File: src/rtl/fifo_param_if.sv
// Handshake and status bundle for fifo_param.
// The requester side drives reads and writes; the FIFO side returns data and status.
// The read-data signal is named dout because "do" is a reserved word in SystemVerilog.
interface fifo_param_if #(
    parameter int unsigned WIDTH = 8,
    parameter int unsigned DEPTH = 16
);
    localparam int unsigned AW = $clog2(DEPTH);

    logic             do_read;
    logic             do_write;
    logic [WIDTH-1:0] di;
    logic             clr_err;
    logic [WIDTH-1:0] dout;
    logic             write_ack;
    logic             read_ack;
    logic             busy;
    logic             full;
    logic             empty;
    logic             almost_full;
    logic             almost_empty;
    logic [AW:0]      count;
    logic             overflow;
    logic             underflow;

    modport master (
        output do_read, do_write, di, clr_err,
        input  dout, write_ack, read_ack, busy, full, empty,
        input  almost_full, almost_empty, count, overflow, underflow
    );

    modport slave (
        input  do_read, do_write, di, clr_err,
        output dout, write_ack, read_ack, busy, full, empty,
        output almost_full, almost_empty, count, overflow, underflow
    );
endinterface

File: src/rtl/fifo_param.sv
// Parametrised synchronous FIFO with a request/acknowledge handshake.
// It reports occupancy, almost-full and almost-empty thresholds, and sticky error flags.
module fifo_param #(
    parameter int unsigned WIDTH    = 8,
    parameter int unsigned DEPTH    = 16,
    parameter int unsigned AF_LEVEL = 14,
    parameter int unsigned AE_LEVEL = 2
) (
    input logic         clk,
    input logic         reset,
    fifo_param_if.slave bus
);
    localparam int unsigned AW        = $clog2(DEPTH);
    localparam logic [AW:0] FullCount = (AW+1)'(DEPTH);
    localparam logic [AW:0] AfLevel   = (AW+1)'(AF_LEVEL);
    localparam logic [AW:0] AeLevel   = (AW+1)'(AE_LEVEL);

    logic [WIDTH-1:0] mem_q [DEPTH];
    logic [AW-1:0]    wr_ptr_q, wr_ptr_d;
    logic [AW-1:0]    rd_ptr_q, rd_ptr_d;
    logic [AW:0]      count_q, count_d;
    logic [WIDTH-1:0] dout_q, dout_d;
    logic             write_ack_q, read_ack_q;
    logic             overflow_q, overflow_d;
    logic             underflow_q, underflow_d;
    logic             full, empty;
    logic             wr_en, rd_en;

    // Status decodes straight from the registered count.
    always_comb begin
        full  = (count_q == FullCount);
        empty = (count_q == '0);
    end

    // Accept rules: a write into a full FIFO is allowed when a read frees a slot on the same edge.
    always_comb begin
        rd_en = bus.do_read & ~empty;
        wr_en = bus.do_write & (~full | rd_en);
    end

    // Next-state for pointers, occupancy, read data and sticky errors.
    always_comb begin
        wr_ptr_d = wr_ptr_q;
        rd_ptr_d = rd_ptr_q;
        count_d  = count_q;
        dout_d   = dout_q;
        if (wr_en) begin
            wr_ptr_d = wr_ptr_q + AW'(1);
        end
        if (rd_en) begin
            rd_ptr_d = rd_ptr_q + AW'(1);
            dout_d   = mem_q[rd_ptr_q];
        end
        case ({wr_en, rd_en})
            2'b10:   count_d = count_q + (AW+1)'(1);
            2'b01:   count_d = count_q - (AW+1)'(1);
            default: count_d = count_q;
        endcase
        // A new error on the same edge as clr_err wins over the clear.
        overflow_d  = (overflow_q & ~bus.clr_err) | (bus.do_write & ~wr_en);
        underflow_d = (underflow_q & ~bus.clr_err) | (bus.do_read & empty);
    end

    // Control and status registers with synchronous active-low reset.
    always_ff @(posedge clk) begin
        if (!reset) begin
            wr_ptr_q    <= '0;
            rd_ptr_q    <= '0;
            count_q     <= '0;
            dout_q      <= '0;
            write_ack_q <= 1'b0;
            read_ack_q  <= 1'b0;
            overflow_q  <= 1'b0;
            underflow_q <= 1'b0;
        end else begin
            wr_ptr_q    <= wr_ptr_d;
            rd_ptr_q    <= rd_ptr_d;
            count_q     <= count_d;
            dout_q      <= dout_d;
            write_ack_q <= wr_en;
            read_ack_q  <= rd_en;
            overflow_q  <= overflow_d;
            underflow_q <= underflow_d;
        end
    end

    // Storage array is never cleared; reset only blocks the write.
    always_ff @(posedge clk) begin
        if (reset && wr_en) begin
            mem_q[wr_ptr_q] <= bus.di;
        end
    end

    // Drive the interface outputs.
    always_comb begin
        bus.dout         = dout_q;
        bus.write_ack    = write_ack_q;
        bus.read_ack     = read_ack_q;
        bus.full         = full;
        bus.busy         = full;
        bus.empty        = empty;
        bus.almost_full  = (count_q >= AfLevel);
        bus.almost_empty = (count_q <= AeLevel);
        bus.count        = count_q;
        bus.overflow     = overflow_q;
        bus.underflow    = underflow_q;
    end
endmodule

File: src/flat_wrapper.sv
// flat-port wrapper written by rule: the top's interface ports become plain ports
module fifo_param_flat 
#(
    parameter int unsigned WIDTH    = 8,
    parameter int unsigned DEPTH    = 16,
    parameter int unsigned AF_LEVEL = 14,
    parameter int unsigned AE_LEVEL = 2
)
  (clk, reset, bus_do_read, bus_do_write, bus_di, bus_clr_err, bus_dout, bus_write_ack, bus_read_ack, bus_busy, bus_full, bus_empty, bus_almost_full, bus_almost_empty, bus_count, bus_overflow, bus_underflow);
  fifo_param_if #(.WIDTH(WIDTH), .DEPTH(DEPTH)) bus_i ();
  input logic clk;
  input logic reset;
  input wire logic [$bits(bus_i.do_read)-1:0] bus_do_read;
  input wire logic [$bits(bus_i.do_write)-1:0] bus_do_write;
  input wire logic [$bits(bus_i.di)-1:0] bus_di;
  input wire logic [$bits(bus_i.clr_err)-1:0] bus_clr_err;
  output wire logic [$bits(bus_i.dout)-1:0] bus_dout;
  output wire logic [$bits(bus_i.write_ack)-1:0] bus_write_ack;
  output wire logic [$bits(bus_i.read_ack)-1:0] bus_read_ack;
  output wire logic [$bits(bus_i.busy)-1:0] bus_busy;
  output wire logic [$bits(bus_i.full)-1:0] bus_full;
  output wire logic [$bits(bus_i.empty)-1:0] bus_empty;
  output wire logic [$bits(bus_i.almost_full)-1:0] bus_almost_full;
  output wire logic [$bits(bus_i.almost_empty)-1:0] bus_almost_empty;
  output wire logic [$bits(bus_i.count)-1:0] bus_count;
  output wire logic [$bits(bus_i.overflow)-1:0] bus_overflow;
  output wire logic [$bits(bus_i.underflow)-1:0] bus_underflow;
  assign bus_i.do_read = bus_do_read;
  assign bus_i.do_write = bus_do_write;
  assign bus_i.di = bus_di;
  assign bus_i.clr_err = bus_clr_err;
  assign bus_dout = bus_i.dout;
  assign bus_write_ack = bus_i.write_ack;
  assign bus_read_ack = bus_i.read_ack;
  assign bus_busy = bus_i.busy;
  assign bus_full = bus_i.full;
  assign bus_empty = bus_i.empty;
  assign bus_almost_full = bus_i.almost_full;
  assign bus_almost_empty = bus_i.almost_empty;
  assign bus_count = bus_i.count;
  assign bus_overflow = bus_i.overflow;
  assign bus_underflow = bus_i.underflow;
  fifo_param #(.WIDTH(WIDTH), .DEPTH(DEPTH), .AF_LEVEL(AF_LEVEL), .AE_LEVEL(AE_LEVEL)) u_core (.clk(clk), .reset(reset), .bus(bus_i));
endmodule
File: config.mk
export PLATFORM = sky130hd
export DESIGN_NAME = fifo_param_flat
export DESIGN_NICKNAME = d
export VERILOG_FILES = /design/src/rtl/fifo_param_if.sv /design/src/rtl/fifo_param.sv /design/src/flat_wrapper.sv
export SDC_FILE = /design/constraint.sdc
export NUM_CORES = 1
export LEC_CHECK = 0
export ABC_AREA = 0
export ABC_CLOCK_PERIOD_IN_PS = 7000
export CORE_MARGIN = 2
export CORE_UTILIZATION = 55
export DETAILED_ROUTE_END_ITERATION = 10
export PLACE_DENSITY = 0.74
export REMOVE_ABC_BUFFERS = 1
export SLEW_MARGIN = 10
export SYNTH_ARGS = -nofsm -noshare
export SYNTH_HDL_FRONTEND = slang
export SYNTH_SLANG_ARGS = --single-unit
File: constraint.sdc
create_clock -name clk -period 7 [get_ports clk]
set_clock_uncertainty 0.1 [all_clocks]
set_input_delay 1.75 -clock clk [delete_from_list [all_inputs] [get_ports clk]]
set_output_delay 1.75 -clock clk [all_outputs]
set_load 0.01 [all_outputs]
==> impl_metrics.json, run 1 <==
{
  "fmax_mhz": 247.9,
  "power_density_mw_per_mm2": 343.5,
  "final.setup.tns_ns": 0,
  "min_period_ns": 4.035,
  "die_h_um": 110.0,
  "use_met3": 0.06402,
  "r2r-start": "u_core.bus.count[1]",
  "crit_arrival_ns": 4.09,
  "holdBufCountCts": 0,
  "pin_count": 35,
  "min_path_type": "flip-flop to flip-flop",
  "route.detailed.drc": 0,
  "via_per_inst": 5.782,
  "dp_slack_ns": 2.405,
  "yosysSeqAreaShare": 0.7035,
  "synthCells": 409,
  "post-cts-setup-buffer-count": 0,
  "portBuffers": 34,
  "diodes": 0,
  "status": "finished, final reports clean",
  "synth_warnings": 0,
  "fin_crit_sh": 0.5764,
  "syn_area_mm2": 0.006175,
  "r2r_end": "u_core.bus.count[4]",
  "ir_drop_uv": 270.6,
  "setup_viol": 0,
  "finalWeightedCongestion": 0.8663,
  "vias": 3440,
  "avgSynthCellArea_um2": 15.10,
  "hold_viol_final": 0,
  "synth_ff_type": "edfxtp_1",
  "ff2ff_path_depth": 10,
  "cts.sinks": 153,
  "die_area_mm2": 0.01209,
  "track_usage": 0.2234,
  "initial_core_util": 0.5671,
  "nNetsFinal": 465,
  "worstMarginPinSlew_ns": 1.090,
  "grt_max_degree": 47,
  "cts_made_buffers": 17,
  "die_w_um": 110.0,
  "min_delay_path_depth": 2,
  "use_met1": 0.2814,
  "worstPathMaxFanout": 26,
  "met2_usage": 0.3510,
  "multi_input_area_mm2": 0.001667,
  "root_buffer": "clkbuf_8",
  "area_delta_synth_final_pct": 16.94,
  "post-route-util": 0.6632,
  "seqCellArea_mm2": 0.004348,
  "required_ns": 7.05,
  "busiest_layer": "met2",
  "grt_pass1_vias": 3417,
  "antenna_left": 0,
  "grt_pass1_wl_um": 18860,
  "worstSetupEndpointType": "flip-flop",
  "antenna_found_initial": 0,
  "post_cts_resized": 0,
  "grt_overflow": 0,
  "clk_latency_ns": 0.54,
  "dr.pass1.iters": 5,
  "ys_types": 37,
  "worstSetupPathType": "input pin to flip-flop",
  "synth_edf_count": 128,
  "synth_seq_cells": 153,
  "hold_ws_ns": 0.4333,
  "r2r_slack_ns": 4.07,
  "maxSlewHeadroom": 0.2679,
  "clockBufferDepth": 2,
  "timing.final.ws_setup_ns": 2.965,
  "startpoint_type": "input pin",
  "final_layout_size_suffix_gt1_frac": 0.09011,
  "clk_pin_slew_worst_paths_ns": 0.07,
  "drt_first_iter_violations": 215,
  "core_area_mm2": 0.01089,
  "dp_cells": 563,
  "synthArstFlopShare": 0,
  "slew_violations": 0,
  "fillCellCount": 740,
  "dp_hpwl_um": 7885,
  "num_rows": 38,
  "holdPathEnd": "u_core.bus.overflow",
  "drt_wl_total_um": 12330,
  "h-tree-depth": 4,
  "min-delay-start": "u_core.bus.overflow",
  "stdcell_count": 595,
  "cap_violations": 0,
  "p_leak_nw": 2.281,
  "drt-wirelength-per-cell_um": 20.72,
  "tritoncts": "done",
  "rsz0062_at_grt": "no"
}
area by class of cell:
type | count | share of cell area
clock buffer | 20 | 0.06481
sequential | 153 | 0.6021
multi-input combinational | 222 | 0.2308
inverter | 12 | 0.006238
tap | 140 | 0.02426
timing repair buffer | 36 | 0.04921
clock inverter | 12 | 0.02253
sequential cells by signal, summed over array words and instances (netlist names):
name and cells:
u_core.bus.read_ack 1, u_core.bus.overflow 1, u_core.bus.write_ack 1, u_core.rd_ptr_q 4
u_core.bus.dout 8, u_core.bus.count 5, u_core.wr_ptr_q 4, u_core.bus.underflow 1
u_core.mem_q 128
report_power, final:
group | leakage, nW | internal (mW) | switching, mW
Combinational | 0.633 | 0.211 | 0.219
Clock | 0.290 | 0.588 | 0.363
Sequential | 1.36 | 1.04 | 0.0597
critical path, cell delays in order:
cell and delay [ns]:
clkdlybuf4s50_1 0.96, and2_1 0.40, nand2_2 0.13, nor3_1 0.84
metrics by stage:
step | area, um^2 | total power, mW
6_report | 7221 | 2.480
5_1_grt | 7221 | 2.573
3_3_place_gp | 6590 | 1.532
2_1_floorplan | 6056 | 1.339
4_1_cts | 7221 | 2.490
3_5_place_dp | 6590 | 1.546
worst max path at each step:
| stage | start | end | slack, ns | cells after the start |
|---|---|---|---|---|
| after floorplan | bus_do_read | u_core.bus.count[4] | 2.95 | 10 |
| after global placement | reset | u_core.mem_q[3][1] | 2.51 | 4 |
| after detailed placement | reset | u_core.mem_q[2][1] | 2.40 | 4 |
| after CTS | reset | u_core.mem_q[0][0] | 2.95 | 4 |
| after global routing | reset | u_core.mem_q[1][2] | 2.82 | 4 |
| final | reset | u_core.mem_q[2][4] | 2.97 | 4 |
cells by family (layout without fill, tap and decap cells):
kind of cell,count (synthesis),in the layout,synth area share
compound gates,62,62,0.06241
xor+xnor,8,8,0.01135
fa+ha+maj,10,10,0.02148
buf+inv,34,80,0.02654
flops,153,153,0.7035
mux,66,66,0.1070
simple gates,76,76,0.06768
layer usage:
| layer | part of all wire | vias up |
|---|---|---|
| li1 | - | 1622 |
| met2 | 0.48 | 103 |
| met4 | 0.034 | 0 |
| met3 | 0.059 | 30 |
| met5 | 0 | - |
| met1 | 0.43 | 1685 |
layout by cell type, fill, tap and decap left out, types with 2 or more instances in the layout:
| cell | n |
|---|---|
| nor2_1 | 15 |
| nor3_1 | 4 |
| nand2_2 | 4 |
| o22ai_1 | 32 |
| clkinv_4 | 3 |
| nand2_1 | 14 |
| ha_1 | 9 |
| or3b_1 | 2 |
| clkbuf_16 | 18 |
| nand4_1 | 2 |
| nand2b_1 | 2 |
| nand3b_1 | 3 |
| xor2_1 | 3 |
| dfxtp_1 | 24 |
| edfxtp_1 | 128 |
| inv_1 | 12 |
| mux2i_1 | 66 |
| a21oi_1 | 11 |
| nand3_1 | 3 |
| and2_1 | 12 |
| o21ai_0 | 12 |
| buf_4 | 2 |
| bufinv_16 | 3 |
| clkdlybuf4s50_1 | 34 |
| nor4_1 | 8 |
| nor2b_1 | 5 |
| clkinvlp_4 | 5 |
| xnor2_1 | 5 |
Yosys cell counts (2+ instances only):
| cell | count | share of area |
|---|---|---|
| clkbuf_1 | 8 | 0.0049 |
| buf_4 | 5 | 0.0061 |
| nor2b_1 | 5 | 0.0051 |
| buf_2 | 7 | 0.0057 |
| a21oi_1 | 11 | 0.0089 |
| nand3b_1 | 3 | 0.0036 |
| xor2_1 | 3 | 0.0043 |
| nand2b_1 | 2 | 0.0020 |
| and2_1 | 12 | 0.012 |
| ha_1 | 9 | 0.018 |
| dfxtp_1 | 25 | 0.081 |
| xnor2_1 | 5 | 0.0071 |
| edfxtp_1 | 128 | 0.62 |
| nor2_1 | 15 | 0.0091 |
| or3b_1 | 2 | 0.0028 |
| nand3_1 | 3 | 0.0024 |
| o21ai_0 | 12 | 0.0097 |
| nand2_2 | 4 | 0.0041 |
| mux2i_1 | 66 | 0.11 |
| nor3_1 | 4 | 0.0032 |
| nand4_1 | 2 | 0.0020 |
| o22ai_1 | 32 | 0.032 |
| nor4_1 | 8 | 0.0081 |
| nand2_1 | 14 | 0.0085 |
| inv_1 | 12 | 0.0073 |
(Power assumes the default switching activity.)
==> run 2, diff against run 1 <==
- ABC_CLOCK_PERIOD_IN_PS: 7000 -> 4000
- clock period: 7 -> 4 ns (I/O delays scaled with it)
==> impl_metrics.json, run 2 (synthesis gave the netlist of run 1 again) <==
{
  "track_usage": 0.2124,
  "crit_chain": "nor4_4 > and2_1 > clkdlybuf4s50_1",
  "clockBufferDepth": 2,
  "min_period_ns": 3.221,
  "clk_pin_slew_worst_paths_ns": 0.06,
  "fillCellCount": 794,
  "final_layout_size_suffix_gt1_frac": 0.1094,
  "die_area_mm2": 0.01209,
  "layout_commonest_cell": "edfxtp_1",
  "rsz0062_at_grt": "no",
  "drt-wirelength-per-cell_um": 19.43,
  "largest_register": "u_core.mem_q",
  "largest_reg_flops": 128,
  "dp_hpwl_um": 7566,
  "cts_made_buffers": 17,
  "num_rows": 38,
  "holdBufCountCts": 0,
  "critPathTopFamily": "simple AND/OR/NAND/NOR gates",
  "core_area_mm2": 0.01089,
  "pin_count": 35,
  "maxSlewHeadroom": 0.2783,
  "tritoncts": "done",
  "clk_latency_ns": 0.53,
  "via_per_inst": 5.746,
  "initial_core_util": 0.5671,
  "worstSetupEndpointType": "output pin",
  "post-cts-setup-buffer-count": 0,
  "hold_viol_final": 0,
  "seqCellArea_mm2": 0.004348,
  "dr.pass1.iters": 4,
  "crit_cells": 3,
  "drt_first_iter_violations": 310,
  "fin_crit_sh": 0.8052,
  "diodes": 0,
  "crit_arrival_ns": 2.12,
  "grt_max_degree": 63,
  "final_cell_mix": "128 x edfxtp_1, 66 x mux2i_1, 34 x clkdlybuf4s50_1",
  "multi_input_area_mm2": 0.001667,
  "grt_overflow": 0,
  "min_delay_path_depth": 2,
  "final.setup.tns_ns": 0,
  "slew_violations": 0,
  "status": "finished, final reports clean",
  "cp_slowest_cell": "clkdlybuf4s50_1",
  "hold_ws_ns": 0.4145,
  "power_density_mw_per_mm2": 570.8,
  "setup_viol": 0,
  "p_leak_nw": 2.318,
  "post_cts_resized": 0,
  "grt_pass1_vias": 3426,
  "slowest_delay_ns": 0.54,
  "vias": 3482,
  "cts.sinks": 153,
  "startpoint_type": "flip-flop",
  "worstPathMaxFanout": 6,
  "ff2ff_path_depth": 11,
  "required_ns": 2.90,
  "ir_drop_uv": 360.0,
  "die_h_um": 110.0,
  "nNetsFinal": 476,
  "finalWeightedCongestion": 0.8542,
  "cap_violations": 0,
  "portBuffers": 34,
  "root_buffer": "clkbuf_8",
  "antenna_found_initial": 0,
  "grt_pass1_wl_um": 18040,
  "min_path_type": "flip-flop to flip-flop",
  "cp_num_buf_inv": 1,
  "antenna_left": 0,
  "area_delta_synth_final_pct": 17.14,
  "drt_wl_total_um": 11780,
  "h-tree-depth": 4,
  "fmax_mhz": 310.5,
  "route.detailed.drc": 0,
  "worstMarginPinSlew_ns": 1.083,
  "die_w_um": 110.0,
  "worstSetupPathType": "flip-flop to output pin"
}
run 2: cell types whose count changed in the layout (fill, tap and decap cells not counted), sizes merged:
cell	before	now
bufinv	3	0
inv	13	12
clkinvlp	5	4
clkinv	3	6
clkbuf	20	22
buf	2	13
run 2: worst register-to-register path: stages, from the launching register on:
cell	delay [ns]
dfxtp_1	0.39
nor4_4	0.45
a31oi_4	0.18
inv_1	0.11
ha_1	0.23
inv_1	0.11
fa_1	0.41
nor2b_1	0.12
o21ai_0	0.12
nand3_1	0.10
or3b_1	0.36
mux2i_1	0.13
run 2: report_power, final:
part / switching [mW] / internal, mW / leakage, nW
logic: 0.390 / 0.374 / 0.692
clock network: 0.580 / 0.867 / 0.268
registers: 0.0994 / 1.82 / 1.36
total: 1.07 / 3.06 / 2.32
run 2: layout make-up:
class | count | area share
Inverter | 12 | 0.006227
Clock inverter | 10 | 0.008822
Multi-Input combinational cell | 222 | 0.2304
Clock buffer | 22 | 0.06867
Sequential cell | 153 | 0.6011
Timing Repair Buffer | 47 | 0.06054
Tap cell | 140 | 0.02422
run 2: final timing paths:
kind	start	end	slack, ns
max	u_core.bus.count[0]	bus_empty	0.78
min	u_core.bus.overflow	u_core.bus.overflow	0.41
max reg2reg	u_core.bus.count[0]	u_core.bus.count[4]	1.08
min reg2reg	u_core.bus.overflow	u_core.bus.overflow	0.41
run 2: layer usage:
metal  track usage  routed length (um)  up-vias
met1        0.2643                4997     1713
li1              -                   -     1645
met5             0                   0        -
met4        0.1148                 372        0
met2        0.3357                5731      101
met3       0.06106                 675       23
run 2: stage by stage:
| stage | std cells | area, um^2 | util | power [mW] | setup slack [ns] |
|---|---|---|---|---|---|
| 3_3_place_gp | 574 | 6673 | 0.6128 | 2.687 | 0.4206 |
| 2_1_floorplan | 387 | 6056 | - | 2.343 | 0.6523 |
| 3_5_place_dp | 574 | 6673 | 0.6128 | 2.709 | 0.3119 |
| 4_1_cts | 606 | 7233 | 0.6643 | 4.154 | 0.7501 |
| 6_report | 606 | 7233 | 0.6643 | 4.128 | 0.7790 |
| 5_1_grt | 606 | 7233 | 0.6643 | 4.295 | 0.6954 |
==> RTL change, RTL diff (settings of run 2) <==
`DEPTH` is set to 16 in 3 places; all go to 32.
--- a/src/rtl/fifo_param_if.sv
+++ b/src/rtl/fifo_param_if.sv
@@ -3,7 +3,7 @@
 // The read-data signal is named dout because "do" is a reserved word in SystemVerilog.
 interface fifo_param_if #(
     parameter int unsigned WIDTH = 8,
-    parameter int unsigned DEPTH = 16
+    parameter int unsigned DEPTH = 32
 );
     localparam int unsigned AW = $clog2(DEPTH);
 
--- a/src/rtl/fifo_param.sv
+++ b/src/rtl/fifo_param.sv
@@ -2,7 +2,7 @@
 // It reports occupancy, almost-full and almost-empty thresholds, and sticky error flags.
 module fifo_param #(
     parameter int unsigned WIDTH    = 8,
-    parameter int unsigned DEPTH    = 16,
+    parameter int unsigned DEPTH    = 32,
     parameter int unsigned AF_LEVEL = 14,
     parameter int unsigned AE_LEVEL = 2
 ) (
--- a/src/flat_wrapper.sv
+++ b/src/flat_wrapper.sv
@@ -2,7 +2,7 @@
 module fifo_param_flat 
 #(
     parameter int unsigned WIDTH    = 8,
-    parameter int unsigned DEPTH    = 16,
+    parameter int unsigned DEPTH    = 32,
     parameter int unsigned AF_LEVEL = 14,
     parameter int unsigned AE_LEVEL = 2
 )
Interface: changed (resized bus_count); port bits go from 35 to 36. The function was not compared with the original's and may differ.
==> RTL change against run 2 <==
Final cell count up 62%; utilization down 1.9 points; die area up 78%; combinational power up 89%; area after synthesis up 82%; wire length up 94%; count of clock-buffer cells in the layout up 11; clock power up 74%; via count up 70%; sequential share of layout area up 3.4 points; worst setup slack worse by 0.21 ns; power up 80%; final area up 80%; sequential cell count up 131; critical endpoint unchanged; highest routed layer unchanged.
==> RTL change: results <==
status:
  status: "completed"
global_route:
  grt_max_degree: 45
  use_met3_pct: 2.83
  met1_usage_pct: 30.6
  grtUsageMet2_pct: 36.7
  grtUsageTotal_pct: 21.7
  grt_pass1_vias: 6118
yosys:
  synth_commonest_cells: "edfxtp_1, nor2_1, mux4_2"
  synthAdderAreaFrac_pct: 1.29
  synthXorXnorAreaFrac_pct: 0.625
  syn_area_per_cell_sq_um: 18.4
  synth_compound_area_share_pct: 5.38
  yosys-top-cells-area: "edfxtp_1, mux4_2, dfxtp_1"
clock_tree:
  cts.htree.levels: 1
  cts_buffers: 27
  root_buffer: "clkbuf_16"
placement:
  port_buffers: 35
  dp_slack_ns: 0.371
  placed_area_sq_um: 12100
  place_inst: 931
setup_path:
  worstSetupStartpoint: "u_core.bus.count[1]"
  ff2ff_setup_slack_ns: 0.83
  crit_arrival_ns: 2.33
hold_path:
  min_from: "u_core.bus.dout[1]"
drt:
  dr.pass1.iters: 5
  drt_iter0_drc: 480
  drt_wl_total_mm: 22.9
power:
  leakage_uw: 0.00418
==> RTL change: cell types whose count changed after synthesis, moves of 14 or more <==
cell             run 2  this run
nor2_1              15        53
mux4_2               0        44
edfxtp_1           128       256
mux2i_1             66        35
a22o_1               0        14
o22ai_1             32         7
==> RTL change: final cells by class <==
type	count	area, sq um
Clock inverter	17	171
Inverter	13	48.8
Clock buffer	33	718
Fill cell	1336	7120
Sequential cell	284	8250
Multi-Input combinational cell	281	2730
Tap cell	270	338
Timing Repair Buffer	83	723
==> RTL change: report_power, final <==
group | internal [uW] | total [uW] | switching [uW] | leakage (uW)
clock network | 1470 | 2520 | 1050 | 0.000421
registers | 3330 | 3480 | 152 | 0.00253
logic | 729 | 1440 | 713 | 0.00123
total | 5530 | 7440 | 1910 | 0.00418
==> RTL change: final timing paths <==
path                               to  cells after the start
setup / recovery            bus_empty                      3
hold / removal     u_core.bus.dout[1]                      1
setup reg to reg  u_core.bus.count[4]                     10
hold reg to reg    u_core.bus.dout[1]                      1
==> RTL change: cell families after synthesis <==
family | Yosys count
XOR/XNOR | 8
multiplexers | 84
AO/OA/AOI/OAI | 81
flip-flops | 284
adder cells (fa/ha/maj) | 11
AND/OR/NAND/NOR | 97
buffers and inverters | 43
==> RTL change: metal layers <==
| metal | share of wire [%] | vias to the layer above |
|---|---|---|
| met3 | 6.7 | 38 |
| met1 | 42 | 3070 |
| li1 | - | 2621 |
| met4 | 2.1 | 0 |
| met2 | 49 | 198 |
| met5 | 0 | - |
==> RTL change: critical path: stages, from the launching register on <==
cell	delay, ns
dfxtp_1	0.38
nor4_1	0.58
and3_1	0.30
clkdlybuf4s50_1	0.55
